File: src/rtl/step_dir_generator_pkg.sv
// rtl/step_dir_generator_pkg.sv - shared stepper state and direction encodings
package step_dir_generator_pkg;

    // Move sequencing states, shared with the phase sequencer side
    typedef enum logic [1:0] {
        ST_IDLE  = 2'd0,
        ST_SETUP = 2'd1,
        ST_HIGH  = 2'd2,
        ST_LOW   = 2'd3
    } step_state_e;

    // Direction level: forward counts up, reverse counts down
    localparam logic DIR_FWD = 1'b0;
    localparam logic DIR_REV = 1'b1;

endpackage

File: src/rtl/step_dir_generator_tick_timer.sv
// rtl/step_dir_generator_tick_timer.sv - loadable down-counter with one-cycle expire
module step_tick_timer #(
    parameter int INTERVAL_W = 32
) (
    input  logic                  clk_i,
    input  logic                  rst_i,
    input  logic                  load_i,
    input  logic [INTERVAL_W-1:0] load_val_i,
    output logic                  expire_o
);

    logic [INTERVAL_W-1:0] count_q;
    logic                  armed_q;

    // A load of N makes expire_o high in the N-th cycle after the load edge,
    // so the owner changes state exactly N edges after it loaded.
    always_ff @(posedge clk_i) begin
        if (rst_i) begin
            count_q <= '0;
            armed_q <= 1'b0;
        end else if (load_i) begin
            count_q <= load_val_i - INTERVAL_W'(1);
            armed_q <= 1'b1;
        end else if (armed_q) begin
            if (count_q == '0) begin
                armed_q <= 1'b0;
            end else begin
                count_q <= count_q - INTERVAL_W'(1);
            end
        end
    end

    assign expire_o = armed_q && (count_q == '0);

endmodule

File: src/rtl/step_dir_generator.sv
// rtl/step_dir_generator.sv - timed step/dir initiator with position tracking
module step_dir_generator
    import step_dir_generator_pkg::*;
#(
    parameter int MOVE_W          = 32,
    parameter int INTERVAL_W      = 32,
    parameter int PULSE_TICKS     = 8,
    parameter int DIR_SETUP_TICKS = 4,
    parameter int POS_W           = 32
) (
    input  logic                  CLK,
    input  logic                  reset,
    input  logic                  cmd_valid,
    output logic                  cmd_ready,
    input  logic                  cmd_dir,
    input  logic [MOVE_W-1:0]     cmd_steps,
    input  logic [INTERVAL_W-1:0] cmd_interval,
    input  logic                  abort,
    output logic                  step,
    output logic                  dir,
    output logic                  busy,
    output logic                  done,
    output logic                  aborted,
    output logic [MOVE_W-1:0]     steps_remaining,
    output logic [POS_W-1:0]      position
);

    localparam logic [INTERVAL_W-1:0] PULSE_C     = INTERVAL_W'(PULSE_TICKS);
    localparam logic [INTERVAL_W-1:0] MIN_PERIOD  = INTERVAL_W'(PULSE_TICKS + 1);
    localparam logic [INTERVAL_W-1:0] SETUP_C     = INTERVAL_W'(DIR_SETUP_TICKS);

    step_state_e           state_q;
    logic                  step_q;
    logic                  dir_q;
    logic                  done_q;
    logic                  aborted_q;
    logic                  abort_pend_q;
    logic                  noop_pend_q;
    logic [MOVE_W-1:0]     steps_rem_q;
    logic [POS_W-1:0]      pos_q;
    logic [INTERVAL_W-1:0] low_q;

    logic [INTERVAL_W-1:0] period_d;
    logic [INTERVAL_W-1:0] low_d;
    logic                  tmr_load_d;
    logic [INTERVAL_W-1:0] tmr_val_d;
    logic                  tmr_expire;
    logic [POS_W-1:0]      pos_step_d;

    step_tick_timer #(
        .INTERVAL_W (INTERVAL_W)
    ) u_timer (
        .clk_i      (CLK),
        .rst_i      (reset),
        .load_i     (tmr_load_d),
        .load_val_i (tmr_val_d),
        .expire_o   (tmr_expire)
    );

    // Clamp the period so every pulse has at least one low cycle, and derive the low time
    always_comb begin
        period_d   = (cmd_interval > MIN_PERIOD) ? cmd_interval : MIN_PERIOD;
        low_d      = period_d - PULSE_C;
        pos_step_d = (dir_q == DIR_REV) ? (pos_q - POS_W'(1)) : (pos_q + POS_W'(1));
    end

    // Timer reload requests, issued on the same edge as the state change they time
    always_comb begin
        tmr_load_d = 1'b0;
        tmr_val_d  = PULSE_C;
        case (state_q)
            ST_IDLE: begin
                if (cmd_valid && (cmd_steps != '0)) begin
                    tmr_load_d = 1'b1;
                    tmr_val_d  = SETUP_C;
                end
            end
            ST_SETUP: begin
                if (tmr_expire && !abort) begin
                    tmr_load_d = 1'b1;
                    tmr_val_d  = PULSE_C;
                end
            end
            ST_HIGH: begin
                if (tmr_expire && !(abort || abort_pend_q)) begin
                    tmr_load_d = 1'b1;
                    tmr_val_d  = low_q;
                end
            end
            ST_LOW: begin
                if (tmr_expire && (steps_rem_q != '0) && !abort) begin
                    tmr_load_d = 1'b1;
                    tmr_val_d  = PULSE_C;
                end
            end
            default: begin
                tmr_load_d = 1'b0;
            end
        endcase
    end

    // Move sequencer: owns state and every registered output
    always_ff @(posedge CLK) begin
        if (reset) begin
            state_q      <= ST_IDLE;
            step_q       <= 1'b0;
            dir_q        <= DIR_FWD;
            done_q       <= 1'b0;
            aborted_q    <= 1'b0;
            abort_pend_q <= 1'b0;
            noop_pend_q  <= 1'b0;
            steps_rem_q  <= '0;
            pos_q        <= '0;
            low_q        <= '0;
        end else begin
            // A zero-step move reports done one cycle after it was accepted
            done_q      <= noop_pend_q;
            aborted_q   <= 1'b0;
            noop_pend_q <= 1'b0;
            case (state_q)
                ST_IDLE: begin
                    if (cmd_valid) begin
                        if (cmd_steps == '0) begin
                            noop_pend_q <= 1'b1;
                        end else begin
                            dir_q        <= cmd_dir;
                            steps_rem_q  <= cmd_steps;
                            low_q        <= low_d;
                            abort_pend_q <= 1'b0;
                            state_q      <= ST_SETUP;
                        end
                    end
                end
                ST_SETUP: begin
                    if (abort) begin
                        state_q   <= ST_IDLE;
                        done_q    <= 1'b1;
                        aborted_q <= 1'b1;
                    end else if (tmr_expire) begin
                        step_q      <= 1'b1;
                        pos_q       <= pos_step_d;
                        steps_rem_q <= steps_rem_q - MOVE_W'(1);
                        state_q     <= ST_HIGH;
                    end
                end
                ST_HIGH: begin
                    // An abort here is remembered so the pulse is never cut short
                    if (abort) begin
                        abort_pend_q <= 1'b1;
                    end
                    if (tmr_expire) begin
                        step_q <= 1'b0;
                        if (abort || abort_pend_q) begin
                            state_q   <= ST_IDLE;
                            done_q    <= 1'b1;
                            aborted_q <= 1'b1;
                        end else begin
                            state_q <= ST_LOW;
                        end
                    end
                end
                ST_LOW: begin
                    // Normal completion wins over an abort on the final low cycle
                    if (tmr_expire && (steps_rem_q == '0)) begin
                        state_q <= ST_IDLE;
                        done_q  <= 1'b1;
                    end else if (abort) begin
                        state_q   <= ST_IDLE;
                        done_q    <= 1'b1;
                        aborted_q <= 1'b1;
                    end else if (tmr_expire) begin
                        step_q      <= 1'b1;
                        pos_q       <= pos_step_d;
                        steps_rem_q <= steps_rem_q - MOVE_W'(1);
                        state_q     <= ST_HIGH;
                    end
                end
                default: begin
                    state_q <= ST_IDLE;
                    step_q  <= 1'b0;
                end
            endcase
        end
    end

    assign cmd_ready       = (state_q == ST_IDLE);
    assign busy            = (state_q != ST_IDLE);
    assign step            = step_q;
    assign dir             = dir_q;
    assign done            = done_q;
    assign aborted         = aborted_q;
    assign steps_remaining = steps_rem_q;
    assign position        = pos_q;

endmodule

File: config.mk
export PLATFORM = sky130hd
export DESIGN_NAME = step_dir_generator
export DESIGN_NICKNAME = d
export VERILOG_FILES = /design/src/rtl/step_dir_generator_pkg.sv /design/src/rtl/step_dir_generator_tick_timer.sv /design/src/rtl/step_dir_generator.sv
export SDC_FILE = /design/constraint.sdc
export NUM_CORES = 1
export LEC_CHECK = 0
export CORE_MARGIN = 2
export CORE_UTILIZATION = 45
export DETAILED_ROUTE_END_ITERATION = 7
export GPL_TIMING_DRIVEN = 0
export PLACE_DENSITY = 0.76
export SLEW_MARGIN = 10
export SYNTH_ARGS = -nofsm -noshare
export SYNTH_HDL_FRONTEND = slang
export SYNTH_SLANG_ARGS = --single-unit
File: constraint.sdc
create_clock -name CLK -period 4.58 [get_ports CLK]
set_input_delay 0.687 -clock CLK [delete_from_list [all_inputs] [get_ports CLK]]
set_output_delay 0.687 -clock CLK [all_outputs]
set_load 0.03 [all_outputs]
Word level (Yosys, flattened, before mapping)
Index checks and enable logic that the tools add are counted.
{"block": "totals", "ff_bits": 137, "in_bits": 69, "output_inout_bits": 70, "wordCells": 116}
{"block": "classes", "addsub": 6, "n_lt_le_gt_ge": 1, "eq_ne": 9, "muxes": 54, "bitwise_logic": 3, "n_reduce_logical": 31}
{"cell": "$mux 32", "count": 14}
{"cell": "$pmux 32 s3", "count": 2}
{"cell": "$sub 32x1->32 const B", "count": 4}
{"cell": "$logic_not 32->1", "count": 3}
{"cell": "$pmux 32 s2", "count": 1}
{"cell": "$reduce_bool 32->1", "count": 2}
{"cell": "$add 32x1->32 const B", "count": 1}
{"cell": "$gt 32x4->1 const B", "count": 1}
{"cell": "$sub 32x4->32 const B", "count": 1}
{"cell": "$mux 1", "count": 23}
{"cell": "$mux 2", "count": 7}
{"cell": "$ne 2x2->1 const B", "count": 6}
{"cell": "$pmux 1 s3", "count": 3}
{"cell": "$reduce_and 3->1", "count": 3}
{"cell": "$pmux 2 s4", "count": 1}
{"cell": "$reduce_and 4->1", "count": 2}
{"cell": "$reduce_bool 2->1", "count": 4}
{"cell": "$logic_and 1x1->1", "count": 7}
{"cell": "$reduce_bool 3->1", "count": 2}
{"cell": "$eq 2x2->1 const B", "count": 2}
{"cell": "$mux 4", "count": 1}
{"cell": "$pmux 1 s4", "count": 1}
{"cell": "$reduce_and 2->1", "count": 2}
{"cell": "$not 1->1", "count": 3}
{"cell": "other kinds (7)", "count": 8}

Longest topological paths before layout
{"block": "logic_depth", "ltp_word": 8, "mapped_depth": 14, "depth_no_buf": 14}

Modules after synthesis
From an unflattened synthesis, not the netlist that was laid out.
{"block": "unflattened", "hier_cells": 1260, "hier_area_um2": 9735.6}
{"mod": "step_dir_generator", "instances": 1, "cells_each": 905, "area_per_inst_um2": 6926.6, "seq_area_each_um2": 2082.0}
{"mod": "step_tick_timer", "instances": 1, "cells_each": 355, "area_per_inst_um2": 2808.9, "seq_area_each_um2": 660.6}

Worst setup path after synthesis
Ideal clock, no wire load.
{"block": "synth_timing", "kind": "register to register", "start": "register dir_q, in the netlist dir", "end": "register pos_q[28], in the netlist position[28]", "setup_ps": 91, "arrival_ps": 3754, "setup_slack_ps": 735, "stages_incl_launch_ff": 12, "path_buffers": 0, "path_cell_list": "dfxtp_1 inv_1 fa_1 nor2b_1 o2111ai_1 a31oi_1 o21ai_0 a2111oi_0 o31ai_1 o21ai_0 mux2i_1 a311oi_1"}
{"block": "synth_via", "elab_chain_cells": 5}
{"element": "start, declared", "line_no": "step_dir_generator.sv:34", "text": "logic dir_q;"}
{"element": "start signal, assigned", "line_no": "step_dir_generator.sv:126", "text": "dir_q <= cmd_dir;"}
{"element": "$mux 32 (*)", "line_no": "step_dir_generator.sv:64", "text": "pos_step_d = (dir_q == DIR_REV) ? (pos_q - POS_W'(1)) : (pos_q + POS_W'(1));"}
{"element": "$mux 32 (*)", "line_no": "step_dir_generator.sv:139, step_dir_generator.sv:171"}
{"element": "$mux 32 (*)", "line_no": "step_dir_generator.sv:167", "text": "end else if (abort) begin"}
{"element": "$mux 32", "line_no": "step_dir_generator.sv:164", "text": "if (tmr_expire && (steps_rem_q == '0)) begin"}
{"element": "$pmux 32 s2 (*)", "line_no": "step_dir_generator.sv:120", "text": "case (state_q)"}
{"element": "end signal, assigned", "line_no": "step_dir_generator.sv:141", "text": "pos_q <= pos_step_d;"}
{"element": "end signal, assigned", "line_no": "step_dir_generator.sv:173", "text": "pos_q <= pos_step_d;"}
{"element": "end, declared", "line_no": "step_dir_generator.sv:40", "text": "logic [POS_W-1:0] pos_q;"}
Mark *: on every way between the ends. The rest lies on a longest branch, timed or not. The select of a mux whose other input is x is not followed.
A chain may end at the register's enable or synchronous reset.

Final worst setup path
{"block": "layout_timing", "start": "input cmd_steps[1]", "end": "register u_timer.count_q[23]"}
{"block": "layout_via", "elab_chain_cells": 6}
{"element": "start, declared", "line_no": "step_dir_generator.sv:16", "text": "input logic [MOVE_W-1:0] cmd_steps,"}
{"element": "$reduce_bool 32->1 (*)", "line_no": "step_dir_generator.sv:73", "text": "if (cmd_valid && (cmd_steps != '0)) begin"}
{"element": "$logic_and 1x1->1 (*)", "line_no": "step_dir_generator.sv:73"}
{"element": "$mux 4 / $mux 1 (equally long branches)", "line_no": "step_dir_generator.sv:73"}
{"element": "$pmux 32 s3 / $pmux 1 s4 (equally long branches)", "line_no": "step_dir_generator.sv:71", "text": "case (state_q)"}
{"element": "$sub 32x1->32 (tied with other cells)", "line_no": "step_dir_generator_tick_timer.sv:22", "text": "count_q <= load_val_i - INTERVAL_W'(1);"}
{"element": "$mux 32 / $reduce_and 2->1 (equally long branches)"}
{"element": "end signal, assigned", "line_no": "step_dir_generator_tick_timer.sv:22"}
{"element": "end signal, assigned", "line_no": "step_dir_generator_tick_timer.sv:28", "text": "count_q <= count_q - INTERVAL_W'(1);"}
{"element": "end, declared", "line_no": "step_dir_generator_tick_timer.sv:12", "text": "logic [INTERVAL_W-1:0] count_q;"}
Mark *: on every way between the ends. The rest lies on a longest branch, timed or not.

==> impl_metrics.yaml <==
sta:
  finalHoldViolations: 0
  tightest_slew_ps: 964.8
  slew_headroom: 0.3509
  finalCritPeriodShare: 0.9684
  slew_viol_final: 0
  fin_worst_skew_ps: 9.331
  setup_viol: 0
  fmax_mhz: 225.5
  timing.hold.ws_ps: 463.6
  fin_crit_ps: 4435
  rsz0062_at_grt: "no"
global_routing:
  groute.usage.overall: 0.2864
  antenna_found_initial: 1
  grt_pass1_wl_mm: 50.05
  grt_max_degree: 35
  grt_pass1_vias: 9568
  gr-total-overflow: 0
finish:
  nets: 1463
  layout.cells.non_filler: 1641
  area_growth_pct: 26.04
  n_fill_cell: 1871
  drive_gt1_frac: 0.04745
clock_tree:
  postCtsSetupBuffers: 0
  htreeDepth: 4
  cts_tree: "done"
  clk_latency_ps: 430
  cts.sinks: 137
  cts_buffers: 17
  cts_root_buf: "clkbuf_16"
  clk_path_buf_depth: 2
  path_clk_slew_ps: 60
flow_run:
  cap_violations: 0
synth:
  synth_edf_count: 0
  synth_seq_cells: 137
  seq_area_frac_synth: 0.2976
  synthArstFlopShare: 0
  syn_avg_cell_area_sq_um: 7.655
  syn-num-nets: 1308
  netlist_area_sq_um: 9216
  ys_warn_count: 0
  ys.flop_type: "dfxtp_1"
  netlist_instances: 1204
  ys_types: 78
routing:
  via_per_inst: 6.374
  vias: 10460
  postRouteAntennaNets: 0
  wl_mm: 31.72
  drc_errors: 0
  drt-initial-drc-count: 1274
  routedWlPerCell_um: 19.33
  drtPass1Iterations: 8
power_and_ir_drop:
  ir_drop_mv: 0.2747
  fin_total_pwr_mw: 4.335
  p_leak_nw: 4.251
  p_per_area_nw_per_um2: 373.2
critical_path:
  worstPathRequired_ps: 4900
  start_kind: "input port"
  end_kind: "register"
  worstSetupPathType: "input port to register"
  cp_max_fo: 10
  worstPathArrival_ps: 4750
placed_design:
  place_hpwl_mm: 23.10
  routabilityCongestion: 0.9966
  placed_cells: 1610
  io_buffers: 136
die:
  row_count: 52
  core_sq_um: 20170
  die_h_um: 147.1
  initial_core_util: 0.4569
  dieWidth_um: 147.1
  ios: 139
  die_area_sq_um: 21640
worst_hold_path:
  hp-class: "register to register"
status:
  status: "complete, no violations"
-- metrics by stage --
stage | setup slack, ps | utilization | cell area (sq um) | TNS (ps)
floorplan | 735.4 | - | 9216 | 0
detailed placement | -124.5 | 0.5413 | 10920 | -401.9
CTS | 327.6 | 0.5757 | 11610 | 0
finish | 144.9 | 0.5759 | 11620 | 0
global route | 23.39 | 0.5758 | 11610 | 0
global placement | -128.7 | 0.5412 | 10920 | -369.9
-- flip-flops by register name, summed over array words and instances, names as in the netlist --
name,cells
abort_pend_q,1
aborted,1
dir,1
done,1
low_q,32
noop_pend_q,1
position,32
state_q,2
step,1
steps_remaining,32
u_timer.armed_q,1
u_timer.count_q,32
-- cells by family after synthesis --
| family | Yosys count | share of synthesized area |
|---|---|---|
| compound gates | 369 | 0.2802 |
| xor+xnor | 50 | 0.04752 |
| fa+ha+maj | 35 | 0.04833 |
| buf+inv | 88 | 0.03706 |
| flops | 137 | 0.2976 |
| mux | 11 | 0.01263 |
| simple gates | 514 | 0.2767 |
-- Yosys cell counts (13+ instances only) --
master / number / area, sq um
nor4_1: 38 / 237.7
xnor2_1: 31 / 271.5
a211oi_1: 35 / 262.8
and3_1: 18 / 112.6
ha_1: 34 / 425.4
inv_1: 15 / 56.30
a21o_1: 21 / 157.7
a21oi_1: 77 / 385.4
o21ai_0: 72 / 360.4
nor2_1: 113 / 424.2
a222oi_1: 25 / 250.2
xor2_1: 19 / 166.4
dfxtp_1: 137 / 2743
nand4_1: 23 / 143.9
nand3_1: 45 / 225.2
o31ai_1: 13 / 97.59
nor3_1: 43 / 215.2
nand2_1: 142 / 533.0
clkbuf_1: 60 / 225.2
o211ai_1: 14 / 105.1
or3_1: 29 / 181.4
-- cell type report --
| cell class | count | area [sq um] | share of cell area |
|---|---|---|---|
| clock buffer | 19 | 452.9 | 0.03899 |
| timing repair buffer | 136 | 1361 | 0.1172 |
| clock inverter | 11 | 242.7 | 0.02090 |
| tap | 270 | 337.8 | 0.02908 |
| multi-input combinational | 979 | 6133 | 0.5280 |
| inverter | 16 | 60.06 | 0.005170 |
| buffer | 72 | 281.5 | 0.02424 |
| sequential | 137 | 2744 | 0.2362 |
| antenna | 1 | 2.502 | 0.0002154 |
-- report_power, final --
group | internal (mW) | leakage, nW | switching (mW) | total (mW)
logic | 0.450 | 2.80 | 0.780 | 1.23
registers | 1.30 | 1.12 | 0.139 | 1.44
clock network | 1.10 | 0.332 | 0.563 | 1.67
total | 2.85 | 4.25 | 1.48 | 4.34
-- worst paths after layout --
kind,start,endpoint,slack (ps),cells past startpoint
worst min-delay path,low_q[3]$_SDFFE_PP0P_,low_q[3]$_SDFFE_PP0P_,460,2
worst max-delay path,cmd_steps[1],u_timer.count_q[23]$_SDFFE_PP0P_,140,11
worst min register to register,low_q[3]$_SDFFE_PP0P_,low_q[3]$_SDFFE_PP0P_,460,2
worst max register to register,steps_remaining[16]$_SDFFE_PP0P_,u_timer.count_q[14]$_SDFFE_PP0P_,400,11
-- per-layer routing --
layer / track usage / part of all wire
met2: 0.4498 / 0.44
met5: 0 / 0
met3: 0.05186 / 0.091
met4: 0.1063 / 0.028
met1: 0.3938 / 0.44
-- what timing repair did --
action / CTS / global route
hold buffers: 0 / 0
gates resized for setup: 0 / 1
setup endpoints to repair: 0 / 1
-- layout by cell type, fill, tap and decap left out, drive strengths merged, types with 17 or more instances in the layout --
master | netlist | routed
a211oi | 35 | 35
a21o | 21 | 21
a21oi | 77 | 77
a222oi | 25 | 25
and3 | 18 | 18
clkbuf | 60 | 79
clkdlybuf4s50 | 0 | 136
dfxtp | 137 | 137
ha | 34 | 34
inv | 16 | 17
nand2 | 143 | 143
nand3 | 46 | 46
nand4 | 23 | 23
nor2 | 113 | 113
nor3 | 44 | 44
nor4 | 40 | 40
o21ai | 73 | 73
or3 | 29 | 29
xnor2 | 31 | 31
xor2 | 19 | 19
-- worst max-delay path: stages --
cell	delay [ps]
clkdlybuf4s50_1	550
nor4_1	90
and4_1	260
a21boi_1	490
buf_2	330
o211a_1	250
nand4_1	260
nor3_1	800
nand3_1	440
and3_1	300
a311o_1	300
Note: power is estimated with default switching activity, not from simulation.
